<file path="src/rtl/audio_clock_regeneration_packet_gen.sv">
// HDMI Audio Clock Regeneration packet source.
// Emits N/CTS packets every interval; CTS programmed or measured.
module audio_clock_regeneration_packet_gen #(
   parameter int NW = 20,
   parameter int CW = 20,
   parameter int IW = 20
) (
   input  logic             clk_pixel,
   input  logic             reset,
   input  logic [NW-1:0]    in_N,
   input  logic [CW-1:0]    in_CTS,
   input  logic             in_cts_measure,
   input  logic [IW-1:0]    in_send_interval,
   input  logic             update,
   input  logic             audio_tick,
   output logic             packet_ready,
   input  logic             packet_ack,
   output logic             packet_dropped,
   output logic             cts_overflow,
   output logic             clk_audio_counter_wrap,
   output logic [23:0]      header,
   output logic [3:0][55:0] sub
);

   localparam int TW = NW - 7;

   typedef enum logic {
      WAIT_TICK,
      COUNT
   } mstate_t;

   logic [NW-1:0] r_n;
   logic [CW-1:0] r_cts;
   logic          r_mode;
   logic [IW-1:0] r_interval;
   logic [IW-1:0] r_icnt;

   mstate_t       r_mstate;
   mstate_t       w_mstate_nxt;
   logic [CW-1:0] r_cyc;
   logic [TW-1:0] r_ticks;
   logic [CW-1:0] r_meas_cts;
   logic          r_meas_valid;
   logic          r_ovf;

   logic          r_ready;
   logic          r_dropped;
   logic          r_wrap;
   logic [NW-1:0] r_pkt_n;
   logic [CW-1:0] r_pkt_cts;

   logic          w_valid;
   logic          w_measure;
   logic          w_expire;
   logic          w_fire;
   logic          w_cyc_max;
   logic [CW-1:0] w_cyc_inc;
   logic          w_tick_done;
   logic [CW-1:0] w_cts_src;
   logic [19:0]   w_pn;
   logic [19:0]   w_pc;
   logic [55:0]   w_sp;

   assign w_valid = (r_n != '0) && (r_interval != '0) &&
                    (r_mode ? (r_n[6:0] == 7'd0) : (r_cts != '0));
   assign w_measure = w_valid && r_mode;
   assign w_expire = w_valid && (r_icnt == r_interval - IW'(1));
   // With no finished measurement the expiry still wraps but sends nothing
   assign w_fire = w_expire && !update && (!r_mode || r_meas_valid);
   assign w_cts_src = r_mode ? r_meas_cts : r_cts;

   assign w_cyc_max = &r_cyc;
   assign w_cyc_inc = w_cyc_max ? r_cyc : r_cyc + CW'(1);
   assign w_tick_done = (r_ticks + TW'(1)) == r_n[NW-1:7];

   always_ff @(posedge clk_pixel) begin
      if (reset) begin
         r_n        <= '0;
         r_cts      <= '0;
         r_mode     <= 1'b0;
         r_interval <= '0;
      end else if (update) begin
         r_n        <= in_N;
         r_cts      <= in_CTS;
         r_mode     <= in_cts_measure;
         r_interval <= in_send_interval;
      end
   end

   always_ff @(posedge clk_pixel) begin
      if (reset) r_mstate <= WAIT_TICK;
      else       r_mstate <= w_mstate_nxt;
   end

   always_comb begin
      w_mstate_nxt = r_mstate;
      unique case (r_mstate)
         WAIT_TICK: if (audio_tick) w_mstate_nxt = COUNT;
         COUNT:     w_mstate_nxt = COUNT;
      endcase
      if (update || !w_measure) w_mstate_nxt = WAIT_TICK;
   end

   // Window closes on the N/128-th tick, counting the closing cycle
   always_ff @(posedge clk_pixel) begin
      if (reset || update) begin
         r_cyc        <= '0;
         r_ticks      <= '0;
         r_meas_cts   <= '0;
         r_meas_valid <= 1'b0;
         r_ovf        <= 1'b0;
      end else if (!w_measure || r_mstate == WAIT_TICK) begin
         r_cyc   <= '0;
         r_ticks <= '0;
      end else begin
         if (w_cyc_max) r_ovf <= 1'b1;
         if (audio_tick && w_tick_done) begin
            r_meas_cts   <= w_cyc_inc;
            r_meas_valid <= 1'b1;
            r_cyc        <= '0;
            r_ticks      <= '0;
         end else begin
            r_cyc <= w_cyc_inc;
            if (audio_tick) r_ticks <= r_ticks + TW'(1);
         end
      end
   end

   always_ff @(posedge clk_pixel) begin
      if (reset || update || !w_valid || w_expire) r_icnt <= '0;
      else                                         r_icnt <= r_icnt + IW'(1);
   end

   always_ff @(posedge clk_pixel) begin
      if (reset) begin
         r_ready   <= 1'b0;
         r_dropped <= 1'b0;
         r_wrap    <= 1'b0;
         r_pkt_n   <= '0;
         r_pkt_cts <= '0;
      end else begin
         r_dropped <= 1'b0;
         if (w_fire) begin
            r_wrap    <= ~r_wrap;
            r_pkt_n   <= r_n;
            r_pkt_cts <= w_cts_src;
            r_ready   <= 1'b1;
            r_dropped <= r_ready && !packet_ack;
         end else if (packet_ack) begin
            r_ready <= 1'b0;
         end
      end
   end

   assign w_pn = 20'(r_pkt_n);
   assign w_pc = 20'(r_pkt_cts);
   assign w_sp = {w_pn[7:0], w_pn[15:8], 4'd0, w_pn[19:16],
                  w_pc[7:0], w_pc[15:8], 4'd0, w_pc[19:16], 8'd0};

   assign sub                    = {4{w_sp}};
   assign header                 = {8'd0, 8'd0, 8'd1};
   assign packet_ready           = r_ready;
   assign packet_dropped         = r_dropped;
   assign cts_overflow           = r_ovf;
   assign clk_audio_counter_wrap = r_wrap;

endmodule

</file>
<file path="config.mk">
export PLATFORM = sky130hd
export DESIGN_NAME = audio_clock_regeneration_packet_gen
export DESIGN_NICKNAME = d
export VERILOG_FILES = /design/src/rtl/audio_clock_regeneration_packet_gen.sv
export SDC_FILE = /design/constraint.sdc
export NUM_CORES = 1
export LEC_CHECK = 0
export ABC_CLOCK_PERIOD_IN_PS = 3200
export CORE_MARGIN = 1
export CORE_UTILIZATION = 43
export CTS_BUF_LIST = sky130_fd_sc_hd__clkbuf_4
export DETAILED_ROUTE_END_ITERATION = 12
export PLACE_DENSITY = 0.86
export SLEW_MARGIN = 20
export SYNTH_ARGS = -nofsm -noshare
export SYNTH_HDL_FRONTEND = slang
export SYNTH_SLANG_ARGS = --single-unit
</file>
<file path="constraint.sdc">
create_clock -name clk_pixel -period 3.2 [get_ports clk_pixel]
set_clock_uncertainty 0.2 [all_clocks]
set_input_delay 0.64 -clock clk_pixel [delete_from_list [all_inputs] [get_ports clk_pixel]]
set_output_delay 0.64 -clock clk_pixel [all_outputs]
set_load 0.01 [all_outputs]
</file>
==> out/metrics.yaml <==
run_status:
  outcome: "completed"
critical_path:
  cp_slowest_cell: "or4_1"
  cpMostUsedCell: "or3_1"
  reg2reg_setup_slack_ps: 50
  worstPathBufferInverterCount: 2
  cp.required_ps: 3510
  worst-setup-path-type: "register to register"
  crit_chain: "or4_1, or3_1, or3_1, xnor2_2, nand4_1, nor3_4, buf_4, clkbuf_16, mux2_1"
  reg2reg_from: "r_interval[12]$_SDFFE_PP0P_"
  worstPathArrival_ps: 3460
  critPathLaunch: "r_interval[12]$_SDFFE_PP0P_"
  r2r_end: "r_pkt_cts[16]$_SDFFE_PP0P_"
  r2r_cells: 9
  worstSetupEndpointType: "register"
  crit_path_start_kind: "register"
  critPathMaxFanout: 12
  crit_end: "r_pkt_cts[16]$_SDFFE_PP0P_"
  crit_family: "simple AND/OR/NAND/NOR gates"
  max_stage_delay_ps: 560
  path_depth: 9
finish:
  syn_to_final_growth_pct: 18.9
  multi_input_area_sq_um: 5400
  stdcell_area_sq_um: 12400
  drive_above_1_share_pct: 8.52
  fillers: 2132
  utilization_pct: 52.6
  final_common_cell: "clkdlybuf4s50_1"
  nets: 1383
  final_cell_mix: "227 x clkdlybuf4s50_1, 177 x dfxtp_1, 162 x nor2_1"
  regArea_sq_um: 3610
clock_tree:
  htree_levels: 4
  cts_root_buf: "clkbuf_4"
  clkSlewWorstSetupHoldPaths_ps: 170
  ctsLongestPathBuffers: 2
  cts_buffers: 17
  cts_tree: "yes"
  clock_sinks: 180
  clk_latency_ps: 600
die:
  start_util_pct: 44.2
  die_y_microns: 158
  rows: 56
  die_w_microns: 158
  coreArea_sq_um: 23600
  ios: 318
  dieArea_sq_um: 24900
placed_design:
  pre_cts_ws_ps: 69.5
  dpl_cell_area_sq_um: 12000
  dp_hpwl_microns: 18700
  gp_congestion: 0.875
  io_buffers: 229
sta:
  fin_crit_ps: 3150
  hold_viol_final: 0
  setup_ws_ps: 49.7
  maxSlewViolCount: 0
  fmax_ghz: 0.317
  fin_tns_setup_ps: 0
  tightest_slew_ps: 671
  whs_ps: 65.1
  slew_headroom_pct: 55.2
  setup_viol: 0
  min_period_over_period_pct: 98.4
route:
  dr.pass1.iters: 4
  vias_per_cell: 4.98
  wire_per_inst_microns: 15.3
  num_vias: 8202
  drc: 0
  first_iter_violations: 565
  drt-total-wl_microns: 25200
  antenna_left: 0
pwr:
  netSwitchingPower_mw: 1.28
  swShare_pct: 30.5
  power_frac_comb_pct: 13.0
  leakagePower_nw: 4.71
  power_density_nw_per_um2: 338
  peakVddDrop_uv: 212
  p_clk_share_pct: 30.9
  power_frac_seq_pct: 56.1
  p_int_mw: 2.92
grt:
  grt_max_degree: 144
  grt_usage_pct: 19.7
  antenna_found_initial: 1
  grt_pass1_vias: 7465
  use_met1_pct: 24.0
  met3_usage_pct: 3.89
  grt_overflow: 0
  grt_pass1_wl_microns: 38400
  grtUsageMet2_pct: 34.2
  busiest_layer: "met2"
min_path:
  hold_class: "input pin to register"
yosys:
  ys_types: 55
  synth_edf_count: 0
  ys_seq_area_share_pct: 34.5
  synth_ff_type: "dfxtp_1"
  yosysWarnings: 0
  netlist_instances: 1210
  synth-seq-cells: 180
  async_reset_ff_share_pct: 0
  syn_area_sq_um: 10400
  avgSynthCellArea_sq_um: 8.62
job:
  max-cap-violations: 0
==> layer usage <==
| metal | share of wire (%) | vias to the layer above |
|---|---|---|
| li1 | - | 4008 |
| met3 | 5.4 | 33 |
| met1 | 43 | 3873 |
| met4 | 1.9 | 0 |
| met2 | 50 | 288 |
| met5 | 0 | - |
==> worst min-delay path by stage <==
stage	from	to	slack [ps]	depth (start not counted)
2_1_floorplan	r_meas_cts[0]$_SDFFE_PP0P_	r_meas_cts[0]$_SDFFE_PP0P_	230	2
3_3_place_gp	r_meas_cts[3]$_SDFFE_PP0P_	r_meas_cts[3]$_SDFFE_PP0P_	240	2
3_5_place_dp	r_meas_cts[9]$_SDFFE_PP0P_	r_meas_cts[9]$_SDFFE_PP0P_	250	2
4_1_cts	reset	r_n[19]$_SDFFE_PP0P_	5	2
5_1_grt	reset	r_n[19]$_SDFFE_PP0P_	10	2
6_report	reset	r_n[19]$_SDFFE_PP0P_	70	2
==> power groups by stage <==
| stage | clock network [mW] | logic [mW] | registers [mW] |
|---|---|---|---|
| global placement | 0 | 0.509 | 2.39 |
| global route | 1.43 | 0.603 | 2.36 |
| detailed placement | 0 | 0.520 | 2.40 |
| CTS | 1.34 | 0.523 | 2.35 |
| floorplan | 0 | 0.425 | 2.38 |
| finish | 1.29 | 0.546 | 2.35 |
==> metrics by stage <==
stage,power [mW],instances
global placement,2.90,1607
global route,4.39,1646
finish,4.19,1646
CTS,4.21,1639
detailed placement,2.92,1607
floorplan,2.80,1296
==> cell families (layout without fill, tap and decap cells) <==
kind of cell / after synthesis / count (layout) / share of synthesized area, %
compound gates: 84 / 84 / 5.44
flops: 180 / 180 / 34.5
other cells: 2 / 89 / 0.0720
fa+ha+maj: 4 / 4 / 0.480
xor+xnor: 80 / 80 / 6.72
mux: 139 / 139 / 13.6
buf+inv: 279 / 309 / 17.7
simple gates: 442 / 442 / 21.4
==> what timing repair did <==
item | 4_1_cts | 5_1_grt
gates resized for setup | 0 | 20
endpoints found under the setup margin | 0 | 115
setup buffers | 0 | 5
hold buffers | 0 | 0
==> cell type report <==
| cell class | count | share of cell area [%] |
|---|---|---|
| Clock inverter | 15 | 1.44 |
| Timing Repair Buffer | 273 | 21.6 |
| Tap cell | 319 | 3.22 |
| Inverter | 4 | 0.121 |
| Multi-Input combinational cell | 837 | 43.5 |
| Clock buffer | 17 | 1.03 |
| Antenna cell | 1 | 0.0202 |
| Sequential cell | 180 | 29.1 |
==> synthesized netlist by cell type, drive strengths merged, types with 14 or more instances <==
cell	number	area [sq um]
o31ai	14	105
a21oi	17	85.1
nor3	20	123
xor2	32	280
clkbuf	47	176
nor2b	27	169
nor4	14	103
xnor2	48	420
o21ai	18	90.1
nand2b	44	275
dfxtp	180	3600
nand2	65	244
buf	228	1660
mux2	22	248
nor2	163	612
nand4	26	163
nand3	22	110
or4	16	120
mux2i	117	1170
==> sequential cells by signal (all words and copies together) (netlist names), 13 cells and up <==
signal / cells
r_meas_cts: 20
r_icnt: 20
r_ticks: 13
r_interval: 20
r_n: 20
r_pkt_cts: 20
r_cts: 20
r_pkt_n: 20
r_cyc: 20
Note: power is estimated with default switching activity, not from simulation.
